## config.mk

```make
export PLATFORM = sky130hd
export DESIGN_NAME = lsu_mem_initiator
export DESIGN_NICKNAME = d
export VERILOG_FILES = /design/src/rtl/lsu_pkg.sv /design/src/rtl/mem_sign_mask_gen.sv /design/src/rtl/lsu_mem_initiator.sv
export SDC_FILE = /design/constraint.sdc
export NUM_CORES = 1
export LEC_CHECK = 0
export ABC_AREA = 1
export CAP_MARGIN = 20
export CORE_ASPECT_RATIO = 0.7
export CORE_MARGIN = 10
export CORE_UTILIZATION = 44
export CTS_CLUSTER_SIZE = 40
export DETAILED_ROUTE_END_ITERATION = 10
export GPL_ROUTABILITY_DRIVEN = 1
export GPL_TIMING_DRIVEN = 1
export HOLD_SLACK_MARGIN = 0.12
export PLACE_DENSITY = 0.85
export SLEW_MARGIN = 20
export SYNTH_ARGS = -nofsm -noshare
export SYNTH_HDL_FRONTEND = slang
export SYNTH_SLANG_ARGS = --single-unit
```

## constraint.sdc

```tcl
create_clock -name clk -period 3.85 [get_ports clk]
set_input_delay 0.77 -clock clk [delete_from_list [all_inputs] [get_ports clk]]
set_output_delay 0.77 -clock clk [all_outputs]
set_load 0.03 [all_outputs]
```

## src/rtl/lsu_pkg.sv

```systemverilog
// lsu_pkg: shared definitions for the data-memory load/store initiator.
// - FSM state encoding for lsu_mem_initiator.
// - RV32I load/store funct3 codes.
// - Size field values for the 4-bit sign_mask ([3] signed, [2:0] size).
// - MMIO_LED_ADDR: address of the board LED register (reference only).
package lsu_pkg;

    typedef enum logic [1:0] {
        ST_IDLE  = 2'd0,
        ST_PHASE = 2'd1,
        ST_RESP  = 2'd2,
        ST_FAULT = 2'd3
    } lsu_state_e;

    // Load funct3 codes
    localparam logic [2:0] F3_LB  = 3'b000;
    localparam logic [2:0] F3_LH  = 3'b001;
    localparam logic [2:0] F3_LW  = 3'b010;
    localparam logic [2:0] F3_LBU = 3'b100;
    localparam logic [2:0] F3_LHU = 3'b101;
    // Store funct3 codes
    localparam logic [2:0] F3_SB  = 3'b000;
    localparam logic [2:0] F3_SH  = 3'b001;
    localparam logic [2:0] F3_SW  = 3'b010;

    // sign_mask[2:0] size field
    localparam logic [2:0] SIZE_BYTE = 3'b001;
    localparam logic [2:0] SIZE_HALF = 3'b011;
    localparam logic [2:0] SIZE_WORD = 3'b111;

    localparam logic [31:0] MMIO_LED_ADDR = 32'h0000_2000;

endpackage

```

## src/rtl/mem_sign_mask_gen.sv

```systemverilog
// mem_sign_mask_gen: combinational decode of a load/store request.
// Ports:
//   funct3_i      RV32I funct3 of the request
//   write_i       1 = store, 0 = load
//   addr_lo_i     effective address bits [1:0]
//   sign_mask_o   {signed, size[2:0]} for the data memory
//   illegal_o     funct3 does not name a legal load/store
//   misaligned_o  half not 2-byte aligned, or word not 4-byte aligned
module mem_sign_mask_gen
    import lsu_pkg::*;
(
    input  logic [2:0] funct3_i,
    input  logic       write_i,
    input  logic [1:0] addr_lo_i,
    output logic [3:0] sign_mask_o,
    output logic       illegal_o,
    output logic       misaligned_o
);

    logic [2:0] size;
    logic       bad_size;

    always_comb begin
        size         = 3'b000;
        bad_size     = 1'b0;
        misaligned_o = 1'b0;
        unique case (funct3_i[1:0])
            2'b00: size = SIZE_BYTE;
            2'b01: begin
                size         = SIZE_HALF;
                misaligned_o = addr_lo_i[0];
            end
            2'b10: begin
                size         = SIZE_WORD;
                misaligned_o = (addr_lo_i != 2'b00);
            end
            default: bad_size = 1'b1;
        endcase
    end

    // Unsigned variants exist only for loads, and there is no unsigned word load.
    assign illegal_o   = bad_size
                       | ( write_i & funct3_i[2])
                       | (!write_i & (funct3_i == 3'b110));
    assign sign_mask_o = {~funct3_i[2], size};

endmodule

```

## src/rtl/lsu_mem_initiator.sv

```systemverilog
// lsu_mem_initiator: processor-side initiator for the data-memory port.
// Accepts one load/store from the MEM stage, checks it, holds the memory
// strobes for ACCESS_PHASES cycles, then pulses resp_valid for one cycle.
// Ports:
//   clk, rst                 clock, synchronous active-high reset
//   req_valid/write/funct3/addr/wdata   request from the core (sampled in IDLE only)
//   stall                    hold the core pipeline
//   resp_valid/rdata/fault   completion pulse, load data (held), fault flag
//   mem_addr/write_data/memwrite/memread/sign_mask   data-memory request
//   mem_read_data            registered read data from data memory
// FSM state is the internal signal state_q (lsu_state_e).
//
// Handshake: the core raises req_valid with a stable request; stall is high
// from the request cycle until the response cycle, in which resp_valid pulses
// with stall low, so the core advances exactly when resp_valid is seen.
module lsu_mem_initiator
    import lsu_pkg::*;
#(
    parameter int CHECK_ALIGN   = 1,
    parameter int ACCESS_PHASES = 2
) (
    input  logic        clk,
    input  logic        rst,
    input  logic        req_valid,
    input  logic        req_write,
    input  logic [2:0]  req_funct3,
    input  logic [31:0] req_addr,
    input  logic [31:0] req_wdata,
    output logic        stall,
    output logic        resp_valid,
    output logic [31:0] resp_rdata,
    output logic        resp_fault,
    output logic [31:0] mem_addr,
    output logic [31:0] mem_write_data,
    output logic        mem_memwrite,
    output logic        mem_memread,
    output logic [3:0]  mem_sign_mask,
    input  logic [31:0] mem_read_data
);

    localparam logic [2:0] LAST_PHASE = 3'(ACCESS_PHASES);

    lsu_state_e  state_q, state_d;
    logic [2:0]  phase_cnt_q, phase_cnt_d;
    logic [31:0] addr_q, wdata_q, rdata_q;
    logic [3:0]  mask_q;
    logic        write_q;

    logic [3:0]  dec_mask;
    logic        dec_illegal, dec_misaligned, req_fault;
    logic        latch_req;

    mem_sign_mask_gen u_mask_gen (
        .funct3_i     (req_funct3),
        .write_i      (req_write),
        .addr_lo_i    (req_addr[1:0]),
        .sign_mask_o  (dec_mask),
        .illegal_o    (dec_illegal),
        .misaligned_o (dec_misaligned)
    );

    assign req_fault = dec_illegal | ((CHECK_ALIGN != 0) & dec_misaligned);

    always_comb begin
        state_d      = state_q;
        phase_cnt_d  = phase_cnt_q;
        stall        = 1'b0;
        resp_valid   = 1'b0;
        resp_fault   = 1'b0;
        mem_memread  = 1'b0;
        mem_memwrite = 1'b0;
        latch_req    = 1'b0;
        unique case (state_q)
            ST_IDLE: begin
                stall = req_valid;
                if (req_valid) begin
                    latch_req = 1'b1;
                    if (req_fault) begin
                        state_d = ST_FAULT;
                    end else begin
                        state_d     = ST_PHASE;
                        phase_cnt_d = 3'd1;
                    end
                end
            end
            ST_PHASE: begin
                stall        = 1'b1;
                mem_memread  = !write_q;
                mem_memwrite = write_q;
                if (phase_cnt_q == LAST_PHASE) begin
                    state_d = ST_RESP;
                end else begin
                    phase_cnt_d = phase_cnt_q + 3'd1;
                end
            end
            ST_RESP: begin
                resp_valid = 1'b1;
                state_d    = ST_IDLE;
            end
            ST_FAULT: begin
                resp_valid = 1'b1;
                resp_fault = 1'b1;
                state_d    = ST_IDLE;
            end
            default: state_d = ST_IDLE;
        endcase
    end

    always_ff @(posedge clk) begin
        if (rst) begin
            state_q     <= ST_IDLE;
            phase_cnt_q <= 3'd0;
            addr_q      <= 32'd0;
            wdata_q     <= 32'd0;
            mask_q      <= 4'b0000;
            write_q     <= 1'b0;
            rdata_q     <= 32'd0;
        end else begin
            state_q     <= state_d;
            phase_cnt_q <= phase_cnt_d;
            if (latch_req) begin
                addr_q  <= req_addr;
                wdata_q <= req_wdata;
                mask_q  <= dec_mask;
                write_q <= req_write;
            end
            if (state_q == ST_RESP && !write_q) begin
                rdata_q <= mem_read_data;
            end
        end
    end

    // Load data is forwarded straight from memory in the response cycle and
    // held afterwards; stores leave the previous load value visible.
    assign resp_rdata     = (state_q == ST_RESP && !write_q) ? mem_read_data : rdata_q;
    assign mem_addr       = addr_q;
    assign mem_write_data = wdata_q;
    assign mem_sign_mask  = mask_q;

endmodule

```

# Yosys cells after proc, flatten, opt, wreduce, memory -nomap -nowiden
# Index checks and enable logic that the tools add are counted.
[classes]
n_bitwise = 6
mux = 19
n_eq_ne = 11
addsub = 1
reduce_logical = 11
[ops]
columns = ["cell", "n"]
rows = [
  ["2-to-1 mux 32 bit", 1],
  ["2-to-1 mux 3 bit", 3],
  ["one-hot mux 3 bit (3 select lines)", 1],
  ["inequality test 2 bit (second input constant)", 4],
  ["2-to-1 mux 1 bit", 7],
  ["equality test 2 bit (second input constant)", 3],
  ["2-to-1 mux 2 bit", 3],
  ["one-hot mux 2 bit (3 select lines)", 1],
  ["one-hot mux 3 bit (2 select lines)", 1],
  ["equality test 2 x 1 -> 1 bit (second input constant)", 2],
  ["logical NOT 2 bit", 2],
  ["one-hot mux 1 bit (2 select lines)", 2],
  ["AND reduction 4 bit", 1],
  ["nonzero test 2 bit", 2],
  ["adder 3 x 1 -> 3 bit (second input constant)", 1],
  ["equality test 3 x 2 -> 1 bit (second input constant)", 1],
  ["equality test 3 bit (second input constant)", 1],
  ["bitwise OR 1 bit", 3],
  ["OR reduction 3 bit", 1],
  ["bitwise AND 1 bit", 2],
  ["logical NOT 1 bit", 2],
  ["AND reduction 2 bit", 1],
  ["OR reduction 2 bit", 1],
  ["logical AND 1 bit", 1],
  ["NOT 1 bit", 1],
]
[totals]
output_inout_bits = 105
in_bits = 103
elab_cells = 55
regBits = 106

# Logic depth before layout (Yosys ltp)
[logic_depth]
word_depth = 9
depth_mapped = 11
mapped_depth_nobuf = 11

# By module
# From an unflattened synthesis, not the netlist that was laid out.
[hier_totals]
hier_cells = 601
hier_area_um2 = 4394.2
[modules_own_cells]
columns = ["mod", "seq_area_each_um2", "n_inst", "cells_each", "area_each_um2"]
rows = [
  ["lsu_mem_initiator", 2122.0, 1, 586, 4284.1],
  ["mem_sign_mask_gen", 0.0, 1, 15, 110.1],
]

# Worst setup path before layout
# Ideal clock, no wire load.
[synth_path]
kind = "flip-flop to output port"
startpoint = "register state_q[1]"
endpoint = "output resp_rdata[10]"
required_ps = 3080
arrival_time_ps = 1421
n_path_buf = 1
setup_slack_ps = 1659
path_stages_with_launch = 7
path_cell_list = "dfxtp_1 inv_2 nor3_4 clkbuf_2 or2_2 inv_1 a21oi_1"
[synth_between]
elab_chain_len = 3
[synth_rtl]
columns = ["element", "line", "source"]
rows = [
  ["start, declared", "lsu_mem_initiator.sv:43", "lsu_state_e state_q, state_d;"],
  ["start signal, assigned", "lsu_mem_initiator.sv:119", "state_q <= state_d;"],
  ["equality test 2 bit", "lsu_mem_initiator.sv:135", "assign resp_rdata = (state_q == ST_RESP && !write_q) ? mem_read_data : rdata_q;"],
  ["logical AND 1 bit", "lsu_mem_initiator.sv:135", ""],
  ["2-to-1 mux 32 bit", "-", ""],
  ["end, declared", "lsu_mem_initiator.sv:31", "output logic [31:0] resp_rdata,"],
]
# Every way passes these cells.

# Worst setup path after layout
[layout_path]
startpoint = "register state_q[1]"
endpoint = "output resp_rdata[1]"
# Same word-level chain as after synthesis.

==> run summary <==
The transition at the pin with the smallest max-transition slack came out at 0.909 ns. After detailed routing, the number of vias per cell comes to 4.74. The logs give 3 for the number of H-tree levels and 45.4% for the initial core utilization.

The delay of the slowest cell on the worst path is 0.71 ns, and the clock transition at the registers of the reported paths is 0.07 ns. The number of global-route vias before repair was 4284; the die height was 104 µm. The highest fanout seen on the critical path was 96. TritonCTS built the clock tree. The number of iterations in the first detailed-routing pass is 4, and the depth of the worst hold-timing path is 2. The worst slew slack as a fraction of its limit was 39.4%; the total length of routed wires was 13.7 mm.

The TritonCTS buffer count is 9, and the internal power contribution is 2310 µW. The tools report the combinational share of power as 36.9%. For this block, the via count after detailed routing is 4187.

From left edge to right edge, the die measures 140 µm. The fraction of synthesized cell area taken by the top area cell type is 47.8%, and the net switching power is 1230 µW. The setup clock skew after layout came out at 0.00533 ns. 0 antenna diodes ended up in the layout.

In this run, flip-flops and latches consume 36.9% of the power. The clock passes through at most 2 buffers. Summing all flip-flop and latch instances after layout gives 2120 µm².

During placement, the flow inserted port buffers numbering 207. The maximum clock frequency is 310 MHz. The cell area power density was 518 nW/µm²; the length in cells of the worst reg-to-reg path was 6. The logs give 0 for the number of endpoints failing setup at the final stage and 9760 µm² for the core area. By area the synthesized netlist is led by sky130_fd_sc_hd__dfxtp_1, sky130_fd_sc_hd__nor2_1, sky130_fd_sc_hd__o21ai_0.

The run finished with clean final reports. The final routed wire length divided by cell count was 15.5 µm. Following the worst setup path forward leads to its endpoint at resp_rdata[1]. The tree is rooted in a sky130_fd_sc_hd__clkbuf_16.

The total number of clock tree sinks came out at 106. The tools report the post-CTS resize count as 0. At the worst endpoint, the required time is 3.08 ns.

The number of placed I/O pins was 208; the synthesis-stage register bit count was 106. The final critical path takes up 83.8% of the cycle. The critical path goes through inv_2 -> nor3_4 -> buf_12 -> or2_2 -> inv_1 -> a21oi_1 -> clkdlybuf4s50_1. The number of nets still failing antenna checks after routing was 0; the average cell area after synthesis was 7.86 µm². The min-delay analysis places its worst path in the category flop to flop. The final-report max-slew violation count was 0; the time the worst path needs with I/O delays and setup was 3.23 ns. Max-cap violations in this run came to 0. Count of hold-fix buffers inserted at cts: 0. From synthesis to final layout, the design area changed by 54.0%.

The number of antenna violations at the first check in global routing is 0. The critical path is of the flop to output pin type. Together, buffers and inverters on the worst path number 4. The post-route netlist has 11.3% of its cells at a drive strength greater than 1. Cells fill 70.0% of the core in the end. The worst setup path is launched from a flop. Row generation in the floorplan step produced 30 rows. Counting every instance in the synthesized netlist gives 564.

The biggest area contributor in the post-synthesis netlist is sky130_fd_sc_hd__dfxtp_1. Across every metal layer, demand over resource in global routing totals 18.1%. The area of combinational cells with multiple inputs is 1840 µm². For the net count of the mapped netlist, the log shows 673. The net count of the finished layout is 859. The die covers 14600 µm².

The aggregate global routing overflow is 0. The maximum number of pins on one net before global-route repair was 97. Net switching is 34.8% of the power.

Summing every instance area after synthesis gives 4440 µm². On the critical path, the stage with the largest delay is an instance of sky130_fd_sc_hd__clkdlybuf4s50_1. The endpoint identified for the worst register-to-register timing path is mem_addr[0]. The endpoint class of the critical path is an output pin.

Summed over all cells, the static leakage comes to 0.00289 µW. The leading cell type in the layout, fill and taps excluded was sky130_fd_sc_hd__clkdlybuf4s50_1. The number of warnings printed during yosys synthesis was 0; the number of violations reported at the end of detailed-routing iteration 0 was 230. Path length in cells of the critical path: 7. The setup check on the worst reg-to-reg path leaves a slack of 1.21 ns. The tools report the largest vdd supply drop as 326 µV. The total negative setup slack is 0 ns, and the setup fix buffers added after clock tree synthesis is 0. Cell family with the largest share of critical-path delay: buffers and inverters. The number of library cell types mapped by synthesis came out at 23.

The layout has 754 filler cells. The first-pass GRT wire length was 21.8 mm. In this run the critical register-to-register path is launched from state_q[0]. Sequential elements use 47.8% of the synthesized area.

For the worst setup path, the data arrival time is 2.46 ns. In the layout the commonest cells are sky130_fd_sc_hd__clkdlybuf4s50_1, sky130_fd_sc_hd__nor2_1, sky130_fd_sc_hd__dfxtp_1. Setup repair after global routing left no endpoint under its margin.

In this run, the clock network consumes 26.2% of the power. In this run the worst setup path begins at state_q[1]. Detailed placement finished with a half-perimeter wire length of 10.4 mm.

The logs give 0.816 for the weighted congestion at the end of routability-driven global placement and 0.34 ns for the source-to-sink clock delay at the later pin of the worst-skew pair. The logs give 0 for the number of hold-slack violations in the final timing report and 0 for the detailed-route DRC error count.
sequential cells by signal (all words and copies together), names as in the netlist:
name	cells
mem_sign_mask	4
phase_cnt_q	3
write_q	1
mem_write_data	32
mem_addr	32
state_q	2
rdata_q	32
kinds of logic (layout without fill, tap and decap cells):
family | count (synthesis) | in the layout | synth area share, %
fa+ha+maj | 6 | 6 | 1.69
buf+inv | 116 | 307 | 10.8
simple gates | 190 | 190 | 18.4
compound gates | 146 | 146 | 21.3
flops | 106 | 106 | 47.8
power by group through the flow:
stage	Sequential (µW)	Clock (µW)	Combinational, µW
finish	1300	928	1310
floorplan	1500	0	603
detailed placement	1330	0	1310
CTS	1300	960	1320
global placement	1320	0	1290
global route	1320	997	1410
worst min path at each step:
stage,slack (ns),start,endpoint
3_3_place_gp,0.46,mem_addr[11],mem_addr[11]
4_1_cts,0.49,mem_write_data[27],mem_write_data[27]
5_1_grt,0.50,mem_write_data[0],mem_write_data[0]
3_5_place_dp,0.47,mem_write_data[21],mem_write_data[21]
2_1_floorplan,0.47,phase_cnt_q[0],phase_cnt_q[0]
6_report,0.48,mem_write_data[27],mem_write_data[27]
final cells by class:
type	count	share of cell area, %
Timing Repair Buffer	211	30.9
Clock inverter	6	0.952
Multi-Input combinational cell	342	26.9
Inverter	80	4.41
Tap cell	128	2.34
Clock buffer	10	3.50
Sequential cell	106	31.1
per-stage QoR:
stage	cell area, µm²	worst slack [ns]	instances	hold slack [ns]	total power [µW]
final	6830	0.624	883	0.483	3540
after global routing	6830	0.432	883	0.503	3720
after detailed placement	6530	0.857	867	0.471	2640
after global placement	6530	0.914	867	0.461	2610
after floorplan	4440	1.66	564	0.473	2100
after CTS	6830	0.598	883	0.488	3580
metal layers:
layer | vias to the layer above | global-route usage (%) | part of all wire (%)
li1 | 2146 | - | -
met1 | 1905 | 18.9 | 40
met2 | 116 | 33.2 | 52
met3 | 20 | 5.52 | 6.1
met4 | 0 | 6.62 | 2.3
met5 | - | 0 | 0
synth_stat cells, drive strengths merged:
library cell and count:
a211oi 32, a21oi 42, buf 19, clkbuf 17
clkinv 1, dfxtp 106, ha 6, inv 79
nand2 18, nand3 3, nor2 135, nor3 1
o21ai 71, o311ai 1, or2 33
worst register-to-register path, delay by kind of cell (launching register included):
| family | cells | cell delay (ns) |
|---|---|---|
| AOI/OAI and AO/OA | 2 | 0.54 |
| buffers and inverters | 2 | 1.36 |
| DFF | 1 | 0.46 |
| and+or+nand+nor | 2 | 0.15 |
Power figures use the tool's default switching activity.
==> RTL edit 1 (same flow settings) <==
Encoding of `lsu_state_e`: now Gray code (2 bits for 4 states).
--- a/src/rtl/lsu_pkg.sv
+++ b/src/rtl/lsu_pkg.sv
@@ -7,8 +7,8 @@
 
     typedef enum logic [1:0] {
-        ST_IDLE  = 2'd0,
-        ST_PHASE = 2'd1,
-        ST_RESP  = 2'd2,
-        ST_FAULT = 2'd3
+        ST_IDLE  = 2'b00,
+        ST_PHASE = 2'b01,
+        ST_RESP  = 2'b11,
+        ST_FAULT = 2'b10
     } lsu_state_e;
 
Formal check against the unedited RTL: same outputs for any inputs over 10 cycles, from zero or initial values and one cycle with rst high; not proved beyond that.
==> RTL edit 1 against the original RTL <==
  * Cell area is 5.0% lower
  * Global-route usage barely moved
  * Area after synthesis decreased by 6.7%
  * Critical path depth is 1 lower
  * Setup slack improved by 0.011 ns
  * Core utilization is 1.2 points higher
  * Routed wire length down 4.2%
  * Power is 15% lower
  * Register-to-register slack improved by 0.89 ns
  * Sequential cell count stayed put
==> RTL edit 1: results (changes against the original RTL) <==
{
  "ff2ff_path_depth": {"value": 8, "change": "+2"},
  "internal_power": {"value": 2.03, "unit": "mW", "change": "-12%"},
  "place_inst": {"value": 865, "change": "-0.23%"},
  "reg2reg_setup_slack": {"value": 2.10, "unit": "ns", "change": "+0.89 ns"},
  "slew_headroom": {"value": 27.0, "unit": "%", "change": "-12 points"},
  "detail_route.iter0.violations": {"value": 220, "change": "-4.3%"},
  "hold_ws": {"value": 0.481, "unit": "ns", "change": "-0.00259 ns"},
  "worstHoldPathCells": {"value": 2, "change": "unchanged"},
  "critical_path.endpoint": "resp_rdata[2]",
  "drive_above_1_share": {"value": 3.83, "unit": "%", "change": "-7.4 points"},
  "synthCells": {"value": 563, "change": "-0.18%"},
  "worstHoldEndpoint": "mem_addr[18]$_SDFFE_PP0P_",
  "holdCritStartpoint": "mem_addr[18]$_SDFFE_PP0P_",
  "grt_util_all_layers": {"value": 18.0, "unit": "%", "change": "-0.034 points"},
  "yosysUniqueCellTypes": {"value": 24, "change": "+4.3%"},
  "final.setup_skew": {"value": 0.00555, "unit": "ns", "change": "+0.000221 ns"},
  "wl_per_cell": {"value": 14.9, "unit": "µm", "change": "-4.0%"},
  "routed-via-count": {"value": 4100, "change": "-2.1%"},
  "power.ir.vdd_worst": {"value": 237, "unit": "µV", "change": "-27%"},
  "synth_commonest_cells": "166 x sky130_fd_sc_hd__nor2_1, 106 x sky130_fd_sc_hd__dfxtp_1, 80 x sky130_fd_sc_hd__inv_1",
  "dpl.hpwl": {"value": 9750, "unit": "µm", "change": "-6.7%"},
  "synth_nets": {"value": 672, "change": "-0.15%"},
  "arrival": {"value": 2.44, "unit": "ns", "change": "-0.02 ns"},
  "result_of_the_run": "finished clean",
  "design.final.nets": {"value": 861, "change": "+0.23%"},
  "detailed_place.area": {"value": 6210, "unit": "µm²", "change": "-4.9%"},
  "grt_max_degree": {"value": 74, "change": "-24%"},
  "p_leak": {"value": 2.99, "unit": "nW", "change": "+3.7%"},
  "critical_path.reg2reg.startpoint": "state_q[1]$_SDFFE_PP0P_",
  "worst_r2r_endpoint": "phase_cnt_q[1]$_SDFFE_PP0P_",
  "gp_congestion": {"value": 0.801, "change": "-1.8%"},
  "detail_route.first_pass.iterations": {"value": 4, "change": "unchanged"},
  "area_contributors_post_synth": "sky130_fd_sc_hd__dfxtp_1 51%, sky130_fd_sc_hd__nor2_1 15%, sky130_fd_sc_hd__o21ai_1 8.7%",
  "yosysSeqAreaShare": {"value": 51.3, "unit": "%", "change": "+3.4 points"},
  "routed_wl": {"value": 13100, "unit": "µm", "change": "-4.2%"}
}
## RTL edit 1: cell types whose count changed in the layout (fill, tap and decap cells not counted), sizes merged, moves of 3 or more
cell	delta
nor2	+34
a21oi	-33
o21ai	+32
or2	-32
a211oi	-31
nand2	+31
clkinv	-5
inv	+4
clkinvlp	+3
## RTL edit 1: logic make-up (layout without fill, tap and decap cells)
| family | after synthesis | in the layout | share of synthesized area (%) |
|---|---|---|---|
| fa+ha+maj | 6 | 6 | 1.81 |
| flops | 106 | 106 | 51.3 |
| buf+inv | 114 | 308 | 11.9 |
| simple gates | 224 | 224 | 21.2 |
| compound gates | 113 | 113 | 13.8 |
## RTL edit 1: per-stage QoR
stage | setup WS [ns] | total power [mW]
finish | 0.635 | 2.99
global route | 0.426 | 3.14
CTS | 0.625 | 3.02
detailed placement | 0.839 | 2.16
global placement | 0.851 | 2.13
floorplan | 1.96 | 1.77
## RTL edit 1: layout make-up
type / count / area, µm²
Inverter: 82 / 310
Tap cell: 124 / 155
Clock buffer: 11 / 243
Fill cell: 718 / 2620
Timing Repair Buffer: 210 / 2090
Sequential cell: 106 / 2120
Clock inverter: 5 / 38.8
Multi-Input combinational cell: 343 / 1530
## RTL edit 1: metal layers
layer  vias to the layer above  GRT usage [%]  routed length [µm]
met5                         -              0                   0
met1                      1861           20.7                5440
li1                       2096              -                   -
met2                       127           31.1                6350
met3                        16           6.48                1060
met4                         0           5.55                 233
## RTL edit 1: power groups by stage
stage	logic [mW]	registers, mW	clock network [mW]
final	0.872	1.26	0.861
after global routing	0.938	1.27	0.934
after detailed placement	0.875	1.28	0
after CTS	0.880	1.26	0.885
after floorplan	0.325	1.45	0
after global placement	0.857	1.28	0
==> RTL edit 2 (same flow settings) <==
Without the edit above. Reset style: asynchronous (`rst`), changed in one clocked block. Comments in the files are not updated.
--- a/src/rtl/lsu_mem_initiator.sv
+++ b/src/rtl/lsu_mem_initiator.sv
@@ -107,5 +107,5 @@
     end
 
-    always_ff @(posedge clk) begin
+    always_ff @(posedge clk or posedge rst) begin
         if (rst) begin
             state_q     <= ST_IDLE;
Check against the original RTL: differs if rst is asserted again (counterexample within 4 cycles, from zero or initial values and one cycle with rst high); with rst held inactive, the same outputs for 10 cycles.
==> RTL edit 2 against the original RTL <==
  * Count of clock-buffer cells in the layout grew 1
  * Setup slack lost 0.24 ns
  * Cell area shrank 2.3%
  * Sequential cell count is the same
  * Clock skew shrank 0.00064 ns
  * Largest cell class unchanged
  * Critical path depth shrank 3
  * Non-clock buffer count shrank 2
  * Hold slack gained 0.0043 ns
  * Area after synthesis shrank 5.2%
  * First-iteration DRC count shrank 54%
  * Routed wire length shrank 10%
Power is not compared: it rests on default switching activity, and its combinational part moved more than twofold at a synthesized area within 25%.
==> RTL edit 2: results (changes against the original RTL) <==
{
  "result_of_the_run": "finished clean",
  "yosysSeqAreaShare": {"value": 63.1, "unit": "%", "change": "+15 points"},
  "detail_route.iter0.violations": {"value": 105, "change": "-54%"},
  "holdCritStartpoint": "mem_sign_mask[1]$_DFFE_PP0P_",
  "yosysUniqueCellTypes": {"value": 16, "change": "-30%"},
  "dpl_worst_slack": {"value": 0.762, "unit": "ns", "change": "-0.0955 ns"},
  "globalRouteMet2Util": {"value": 28.3, "unit": "%", "change": "-4.9 points"},
  "post_synth_mux_area_share": {"value": 26.9, "unit": "%", "change": "+27 points"},
  "detailroute.wirelength.met2": {"value": 5780, "unit": "µm", "change": "-18%"},
  "wl_met3": {"value": 1830, "unit": "µm", "change": "+120%"},
  "area_contributors_post_synth": "sky130_fd_sc_hd__dfrtp_1 63%, sky130_fd_sc_hd__mux2_2 21%, sky130_fd_sc_hd__mux2_4 6.1%",
  "synthXorXnorAreaFrac": {"value": 0.208, "unit": "%", "change": "+0.21 points"},
  "design.final.nets": {"value": 600, "change": "-30%"},
  "post_synth_fa_ha_maj_area_fraction": {"value": 1.78, "unit": "%", "change": "+0.092 points"},
  "arrival": {"value": 2.69, "unit": "ns", "change": "+0.23 ns"},
  "synth-async-reset-ratio": {"value": 100, "unit": "%", "change": "+100 points"},
  "critPathMaxFanout": {"value": 32, "change": "-67%"},
  "first_global_vias": {"value": 3310, "change": "-23%"},
  "grt_max_degree": {"value": 98, "change": "+1.0%"},
  "grt_util_all_layers": {"value": 17.2, "unit": "%", "change": "-0.86 points"},
  "critPathLaunch": "write_q$_DFFE_PP0P_",
  "slowest_stage": "sky130_fd_sc_hd__nand3_2",
  "grt_util_met3": {"value": 11.4, "unit": "%", "change": "+5.9 points"},
  "synth_commonest_cells": "106 x sky130_fd_sc_hd__dfrtp_1, 78 x sky130_fd_sc_hd__mux2_2, 24 x sky130_fd_sc_hd__nand2_1",
  "detailed_place.area": {"value": 6400, "unit": "µm²", "change": "-2.0%"},
  "synth_nets": {"value": 392, "change": "-42%"},
  "dpl.hpwl": {"value": 9550, "unit": "µm", "change": "-8.5%"},
  "gp_congestion": {"value": 0.839, "change": "+2.8%"}
}
RTL edit 2: metrics by stage:
step | std cells | util (%) | hold slack [ns]
2_1_floorplan | 283 | - | 0.471
3_3_place_gp | 604 | 69.7 | 0.468
3_5_place_dp | 604 | 69.7 | 0.475
4_1_cts | 619 | 72.7 | 0.491
5_1_grt | 619 | 72.7 | 0.507
6_report | 619 | 72.7 | 0.488
RTL edit 2: path summary, 6_finish.rpt:
check                      depth (start not counted)  slack [ns]                              to
min in group asynchronous                          2        0.67  mem_write_data[30]$_DFFE_PP0P_
min reg2reg                                        2        0.49    mem_sign_mask[1]$_DFFE_PP0P_
max in group asynchronous                          3        2.45  mem_write_data[15]$_DFFE_PP0P_
max                                                4        0.39                  resp_rdata[19]
min                                                2        0.49    mem_sign_mask[1]$_DFFE_PP0P_
max reg2reg                                        7        1.86      phase_cnt_q[1]$_DFFE_PP0P_
RTL edit 2: cell families (layout without fill, tap and decap cells):
group | count (synthesis) | in the layout
AO/OA/AOI/OAI | 7 | 7
XOR/XNOR | 1 | 1
adder cells (fa/ha/maj) | 6 | 6
buffers and inverters | 27 | 239
flip-flops | 106 | 106
multiplexers | 95 | 95
AND/OR/NAND/NOR | 41 | 41
RTL edit 2: critical path, delay by kind of cell (launching register included):
kind                   cells  cell delay [ns]
DFF                        1             0.38
and+or+nand+nor            1             0.66
buffers and inverters      2             0.73
muxes                      1             0.56
RTL edit 2: layout make-up:
| class | instances | area, µm² | area share, % |
|---|---|---|---|
| sequential | 106 | 2650 | 39.7 |
| inverter | 15 | 58.8 | 0.881 |
| clock inverter | 4 | 27.5 | 0.412 |
| clock buffer | 11 | 253 | 3.79 |
| multi-input combinational | 150 | 1430 | 21.4 |
| tap | 124 | 155 | 2.32 |
| timing repair buffer | 209 | 2100 | 31.4 |
